`config.mk`:
```
export PLATFORM = sky130hd
export DESIGN_NAME = asap_host_link
export DESIGN_NICKNAME = d
export VERILOG_FILES = /design/src/rtl/asap_link_pkg.sv /design/src/rtl/asap_sync.sv /design/src/rtl/asap_host_link.sv
export SDC_FILE = /design/constraint.sdc
export NUM_CORES = 1
export LEC_CHECK = 0
export BUFFER_PORTS_ARGS = -buffer_cell sky130_fd_sc_hd__buf_2
export CAP_MARGIN = 0
export CORE_MARGIN = 3
export CORE_UTILIZATION = 48
export DETAILED_ROUTE_END_ITERATION = 10
export PLACE_DENSITY = 0.83
export SLEW_MARGIN = 20
export SYNTH_ARGS = -nofsm -noshare
export SYNTH_HDL_FRONTEND = slang
export SYNTH_HIERARCHICAL = 1
export SYNTH_SLANG_ARGS = --single-unit
export TNS_END_PERCENT = 10
```
`constraint.sdc`:
```
create_clock -name clk -period 1.7 [get_ports clk]
set_clock_uncertainty 0.05 [all_clocks]
set_input_delay 0.085 -clock clk [delete_from_list [all_inputs] [get_ports clk]]
set_output_delay 0.085 -clock clk [all_outputs]
set_load 0.01 [all_outputs]
```
`src/rtl/asap_link_pkg.sv`:
```
// Shared definitions for the ASAP tile pin-level access link:
// uio_in/uio_out bit positions and the host initiator FSM states.
package asap_link_pkg;

  localparam int unsigned UIO_STB   = 0;
  localparam int unsigned UIO_WR    = 1;
  localparam int unsigned UIO_PHASE = 2;
  localparam int unsigned UIO_ACK   = 3;

  typedef enum logic [2:0] {
    ST_IDLE  = 3'd0,
    ST_A_STB = 3'd1,
    ST_A_REL = 3'd2,
    ST_D_STB = 3'd3,
    ST_D_REL = 3'd4,
    ST_RESP  = 3'd5
  } state_e;

endpackage

```
`src/rtl/asap_sync.sv`:
```
// Multi-flop synchronizer for a single asynchronous pin input; resets to 0.
module asap_sync #(
  parameter int STAGES = 2
) (
  input  logic clk,
  input  logic rst_n,
  input  logic d_i,
  output logic q_o
);

  logic [STAGES-1:0] chain_q;

  // Shift the raw pin through the flop chain
  always_ff @(posedge clk or negedge rst_n) begin
    if (!rst_n) begin
      chain_q <= '0;
    end else begin
      chain_q[0] <= d_i;
      for (int i = 1; i < STAGES; i++) begin
        chain_q[i] <= chain_q[i-1];
      end
    end
  end

  assign q_o = chain_q[STAGES-1];

endmodule

```
`src/rtl/asap_host_link.sv`:
```
// Host-side initiator: turns byte read/write requests into the tile's
// four-phase address/data STB/ACK handshake and returns one response each.
module asap_host_link
  import asap_link_pkg::*;
#(
  parameter int SYNC_STAGES    = 2,
  parameter int TIMEOUT_CYCLES = 255
) (
  input  logic       clk,
  input  logic       rst_n,
  input  logic       req_valid,
  output logic       req_ready,
  input  logic       req_write,
  input  logic [7:0] req_addr,
  input  logic [7:0] req_wdata,
  output logic       rsp_valid,
  output logic [7:0] rsp_rdata,
  output logic       rsp_err,
  output logic [7:0] pin_ui_in,
  output logic [7:0] pin_uio_in,
  input  logic [7:0] pin_uo_out,
  input  logic [7:0] pin_uio_out
);

  localparam logic [15:0] TIMEOUT_LIM = 16'(TIMEOUT_CYCLES);

  state_e      state_q, state_d;
  logic [15:0] cnt_q, cnt_d;
  logic        wr_q, wr_d;
  logic [7:0]  wdata_q, wdata_d;
  logic [7:0]  rdata_q, rdata_d;
  logic [7:0]  ui_q, ui_d;
  logic        stb_q, stb_d;
  logic        wrpin_q, wrpin_d;
  logic        phase_q, phase_d;
  logic        req_ready_q, req_ready_d;
  logic        rsp_valid_q, rsp_valid_d;
  logic        rsp_err_q, rsp_err_d;
  logic [7:0]  rsp_rdata_q, rsp_rdata_d;

  logic ack_s;
  logic timeout_s;
  logic go_resp_s;
  logic err_s;
  logic unused_s;

  // Only the ACK bit of uio_out is meaningful to the host
  assign unused_s = ^pin_uio_out;

  asap_sync #(.STAGES(SYNC_STAGES)) u_ack_sync (
    .clk   (clk),
    .rst_n (rst_n),
    .d_i   (pin_uio_out[UIO_ACK]),
    .q_o   (ack_s)
  );

  assign timeout_s = (cnt_q == TIMEOUT_LIM);

  // Handshake sequencing, timeout supervision and response formation
  always_comb begin
    state_d   = state_q;
    cnt_d     = 16'd0;
    wr_d      = wr_q;
    wdata_d   = wdata_q;
    rdata_d   = rdata_q;
    ui_d      = ui_q;
    stb_d     = stb_q;
    wrpin_d   = wrpin_q;
    phase_d   = phase_q;
    go_resp_s = 1'b0;
    err_s     = 1'b0;
    case (state_q)
      ST_IDLE: begin
        if (req_valid) begin
          wr_d    = req_write;
          wdata_d = req_wdata;
          rdata_d = 8'h00;
          ui_d    = req_addr;
          wrpin_d = req_write;
          phase_d = 1'b0;
          stb_d   = 1'b1;
          state_d = ST_A_STB;
        end else begin
          state_d = ST_IDLE;
        end
      end
      ST_A_STB: begin
        if (ack_s) begin
          stb_d   = 1'b0;
          state_d = ST_A_REL;
        end else if (timeout_s) begin
          err_s = 1'b1;
        end else begin
          cnt_d = cnt_q + 16'd1;
        end
      end
      ST_A_REL: begin
        if (!ack_s) begin
          ui_d    = wr_q ? wdata_q : 8'h00;
          phase_d = 1'b1;
          stb_d   = 1'b1;
          state_d = ST_D_STB;
        end else if (timeout_s) begin
          err_s = 1'b1;
        end else begin
          cnt_d = cnt_q + 16'd1;
        end
      end
      ST_D_STB: begin
        if (ack_s) begin
          rdata_d = wr_q ? 8'h00 : pin_uo_out;
          stb_d   = 1'b0;
          state_d = ST_D_REL;
        end else if (timeout_s) begin
          err_s = 1'b1;
        end else begin
          cnt_d = cnt_q + 16'd1;
        end
      end
      ST_D_REL: begin
        if (!ack_s) begin
          go_resp_s = 1'b1;
        end else if (timeout_s) begin
          err_s = 1'b1;
        end else begin
          cnt_d = cnt_q + 16'd1;
        end
      end
      ST_RESP: begin
        state_d = ST_IDLE;
      end
      default: begin
        state_d = ST_IDLE;
      end
    endcase

    // Entering RESP releases every pin and launches the one-cycle response
    if (go_resp_s || err_s) begin
      state_d     = ST_RESP;
      ui_d        = 8'h00;
      stb_d       = 1'b0;
      wrpin_d     = 1'b0;
      phase_d     = 1'b0;
      rsp_valid_d = 1'b1;
      rsp_err_d   = err_s;
      rsp_rdata_d = err_s ? 8'h00 : rdata_q;
    end else begin
      rsp_valid_d = 1'b0;
      rsp_err_d   = 1'b0;
      rsp_rdata_d = 8'h00;
    end
    req_ready_d = (state_d == ST_IDLE);
  end

  // State, latched request and all registered outputs
  always_ff @(posedge clk or negedge rst_n) begin
    if (!rst_n) begin
      state_q     <= ST_IDLE;
      cnt_q       <= 16'd0;
      wr_q        <= 1'b0;
      wdata_q     <= 8'h00;
      rdata_q     <= 8'h00;
      ui_q        <= 8'h00;
      stb_q       <= 1'b0;
      wrpin_q     <= 1'b0;
      phase_q     <= 1'b0;
      req_ready_q <= 1'b1;
      rsp_valid_q <= 1'b0;
      rsp_err_q   <= 1'b0;
      rsp_rdata_q <= 8'h00;
    end else begin
      state_q     <= state_d;
      cnt_q       <= cnt_d;
      wr_q        <= wr_d;
      wdata_q     <= wdata_d;
      rdata_q     <= rdata_d;
      ui_q        <= ui_d;
      stb_q       <= stb_d;
      wrpin_q     <= wrpin_d;
      phase_q     <= phase_d;
      req_ready_q <= req_ready_d;
      rsp_valid_q <= rsp_valid_d;
      rsp_err_q   <= rsp_err_d;
      rsp_rdata_q <= rsp_rdata_d;
    end
  end

  // Assemble the uio_in pin byte from its registered control bits
  always_comb begin
    pin_uio_in            = 8'h00;
    pin_uio_in[UIO_STB]   = stb_q;
    pin_uio_in[UIO_WR]    = wrpin_q;
    pin_uio_in[UIO_PHASE] = phase_q;
  end

  assign pin_ui_in = ui_q;
  assign req_ready = req_ready_q;
  assign rsp_valid = rsp_valid_q;
  assign rsp_err   = rsp_err_q;
  assign rsp_rdata = rsp_rdata_q;

endmodule

```
==> summary.md <==
| Metric | Value |
|---|---|
| Outcome | complete, no violations |
| TritonCTS clock tree | built |
| Layout overhead on the synthesized area | 37.5% |
| CTS clk-pin slew, worst paths | 0.07 ns |
| Total negative slack | 0 ns |
| # nets final | 384 |
| Count of unique library cells instantiated by Yosys | 44 |
| Final number of hold-violating endpoints | 0 |
| Crit start category | flip-flop |
| Die W | around 81 um |
| Static Leak | 1.73 nW |
| # port buffers | 50 |
| Largest voltage drop on the vdd net | 0.840 mV |
| Pin count of the biggest net entering global routing | 37 |
| Final Hold Slack | 0.225 ns |
| CTS Root Cell | clkbuf_8 |
| Wire length of the first global-routing pass | approximately 11000 um |
| Number of diodes added for antenna fixing | 0 |
| Critical path type | reg -> reg |
| Register bit total from synthesis | 60 |
| Critical Path Fanout Max | 4 |
| Half-perimeter wire length of the detailed placement result | 3880 um |
| Violation count after the first detailed-routing iteration | 154 |
| Die Outline Area | 6490 um^2 |
| Endpoint arrival time on the critical path | 1.85 ns |
| Share of layout cells above drive strength 1 | between 30% and 40% |
| Maximum level of the CTS H-tree | 3 |
| Share of the yosys chip area belonging to registers | between 50 and 60% |
| Shortest period the worst path allows | 1.66 ns |
| Synthesized area | 2670 um^2 |
| Total power | 5.34 mW |
| Total grt overflow | 0 |
| Max_cap viols | 0 |
| Fraction of the cycle the final worst path needs | 97.8% |
| Number of cells produced by synthesis | 244 |
| Overall fraction of global-route tracks in use | a little under a quarter |
| Core Rows | 26 |
| CTS sink cnt | 60 |
| Average wire per standard cell | around 16 um |
| Capturing element type of the critical path | flip-flop |
| Final Max Slew Viols | 0 |
| Core region area | 5240 um^2 |
| Max Fclk | between 600 and 700 MHz |
| DRT Pass-1 Iters | 4 |
| Number of synthesized flops with an enable pin | 0 |
| Detail-routed via count per cell | 5.20 |
| Post-synthesis async set-or-reset flop share | 100% |
| TritonCTS buffer count | 9 |
| Clock latency at the later pin of the worst-skew pair | 0.35 ns |
| Syn_area_per_cell | 10.9 um^2 |
| Setup repair after global routing missed its margin | true |
| Most instantiated flip-flop cell in the synthesis netlist | dfrtp_1 |
| Vias in the first global route | 2262 |
| Required time at the endpoint of the critical path | ~1.9 ns |
| Endpoints failing setup | 0 |
| Routability congestion estimate from global placement | between 0.7 and 0.8 |
| Total number of vias | 2194 |
| Classification of the worst-slack hold path | in -> async |
| Power density relative to cell area | ~1500 nW/um^2 |
| Number of warnings printed during yosys synthesis | 6 |
| Number of I/O pins | 63 |
| Number of buffers between clock root and the deepest sink | 2 |
| Number of antenna violations at the first check in global routing | 0 |
| Routed Wire Length | between 6000 and 7000 um |
| Effective utilization at floorplan | 51.0% |
| Die height | 80.6 um |
| Post-route DRC violation count | 0 |
| Antenna Violating Nets Remaining | 0 |
## Yosys cell counts (2+ instances only)
library cell / count / area, um^2
dfrtp_1: 59 / 1480
a21oi_1: 11 / 55.1
nor3_1: 4 / 20.0
o21ai_1: 2 / 10.0
inv_1: 7 / 26.3
buf_2: 3 / 15.0
and2_1: 8 / 50.1
xor2_1: 6 / 52.6
nor2_1: 25 / 93.8
buf_4: 8 / 60.1
xnor2_1: 9 / 78.8
o21ai_0: 14 / 70.1
nand4_1: 3 / 18.8
nand2_1: 27 / 101
nand3_1: 6 / 30.0
o2bb2ai_1: 8 / 70.1
and3_1: 9 / 56.3
mux2_2: 8 / 90.1
or3_1: 2 / 12.5
## per-stage QoR
| stage | setup slack [ns] | std cells | area [um^2] | utilization, % |
|---|---|---|---|---|
| 6_report | 0.0366 | 422 | 3670 | 70.1 |
| 5_1_grt | -0.0278 | 422 | 3670 | 70.1 |
| 4_1_cts | 0.0112 | 418 | 3570 | 68.1 |
| 3_5_place_dp | 0.0436 | 373 | 3070 | 58.7 |
| 3_3_place_gp | 0.0694 | 373 | 3070 | 58.7 |
| 2_1_floorplan | 0.0584 | 248 | 2690 | - |
## layer usage
metal | vias to the layer above | global-route usage, % | wire length [um]
met5 | - | 0 | 0
met2 | 86 | 38.3 | 3410
met4 | 0 | 11.5 | 246
li1 | 1032 | - | -
met1 | 1054 | 27.5 | 2730
met3 | 22 | 4.71 | 312
## power breakdown
part           internal, mW  leakage, nW  total, mW  switching [mW]
combinational         0.875        0.850       1.95            1.08
clock                 0.683       0.0994       1.30           0.613
sequential             1.81        0.785       2.09           0.281
## flip-flops by register name (all words and copies together), names as in the netlist
name	count
rdata_q	8
pin_ui_in	8
u_ack_sync/chain_q	2
state_q	3
stb_q	1
rsp_err	1
req_ready	1
wrpin_q	1
phase_q	1
rsp_valid	1
wr_q	1
rsp_rdata	8
cnt_q	16
wdata_q	8
## worst max-delay path: stages (launching register included)
cell and delay [ns]:
dfrtp_1 0.38, ha_2 0.19, and4_4 0.24, nand4_4 0.12, o22ai_4 0.27, o22ai_2 0.09
a22o_1 0.21
## worst paths after layout
path                       depth (start not counted)  slack (ns)                   from                     to
max                                                6        0.04               cnt_q[0]                phase_q
min                                                3        0.22                  rst_n           rsp_rdata[3]
max reg2reg                                        6        0.04               cnt_q[0]                phase_q
min reg2reg                                        0        0.30  u_ack_sync/chain_q[0]  u_ack_sync/chain_q[1]
max in group asynchronous                          3        0.95                  rst_n               cnt_q[3]
min in group clk                                   0        0.30  u_ack_sync/chain_q[0]  u_ack_sync/chain_q[1]
## cell families (layout without fill, tap and decap cells)
family / after synthesis / in the layout / synth area share, %
compound gates: 43 / 43 / 11.2
xor+xnor: 15 / 15 / 4.92
fa+ha+maj: 1 / 1 / 0.469
buf+inv: 21 / 125 / 4.87
flops: 60 / 60 / 56.3
mux: 8 / 8 / 3.37
other cells: 1 / 5 / 0.140
simple gates: 95 / 95 / 18.7
## final cells by class
cell class                 instances  area, um^2
tap                               70        87.6
inverter                           7        26.3
clock inverter                     7        77.6
timing repair buffer             102         729
sequential                        60        1510
fill                             354        1570
clock buffer                       9         124
multi-input combinational        167        1120
## cell usage in the layout, fill, tap and decap left out, drive strengths merged, types with 2 or more instances in the layout
cell type | Yosys | layout
buf | 13 | 73
dfrtp | 59 | 59
dlygate4sd3 | 0 | 29
nand2 | 27 | 27
nor2 | 25 | 25
o21ai | 17 | 17
a21oi | 11 | 11
and3 | 10 | 10
xnor2 | 9 | 9
clkbuf | 1 | 9
and2 | 8 | 8
o2bb2ai | 8 | 8
mux2 | 8 | 8
inv | 7 | 7
nand3 | 6 | 6
xor2 | 6 | 6
conb | 1 | 5
nor3 | 5 | 5
clkinv | 0 | 5
nand4 | 4 | 4
or3 | 3 | 3
nor4 | 2 | 2
nand2b | 2 | 2
o22ai | 2 | 2
## what timing repair did
action | 4_1_cts | 5_1_grt
hold buffers | 29 | 0
gates resized for setup | 0 | 18
hold endpoints to repair | 87 | 0
buffers inserted | 0 | 4
endpoints found under the setup margin | 0 | 23
Power figures use the tool's default switching activity.
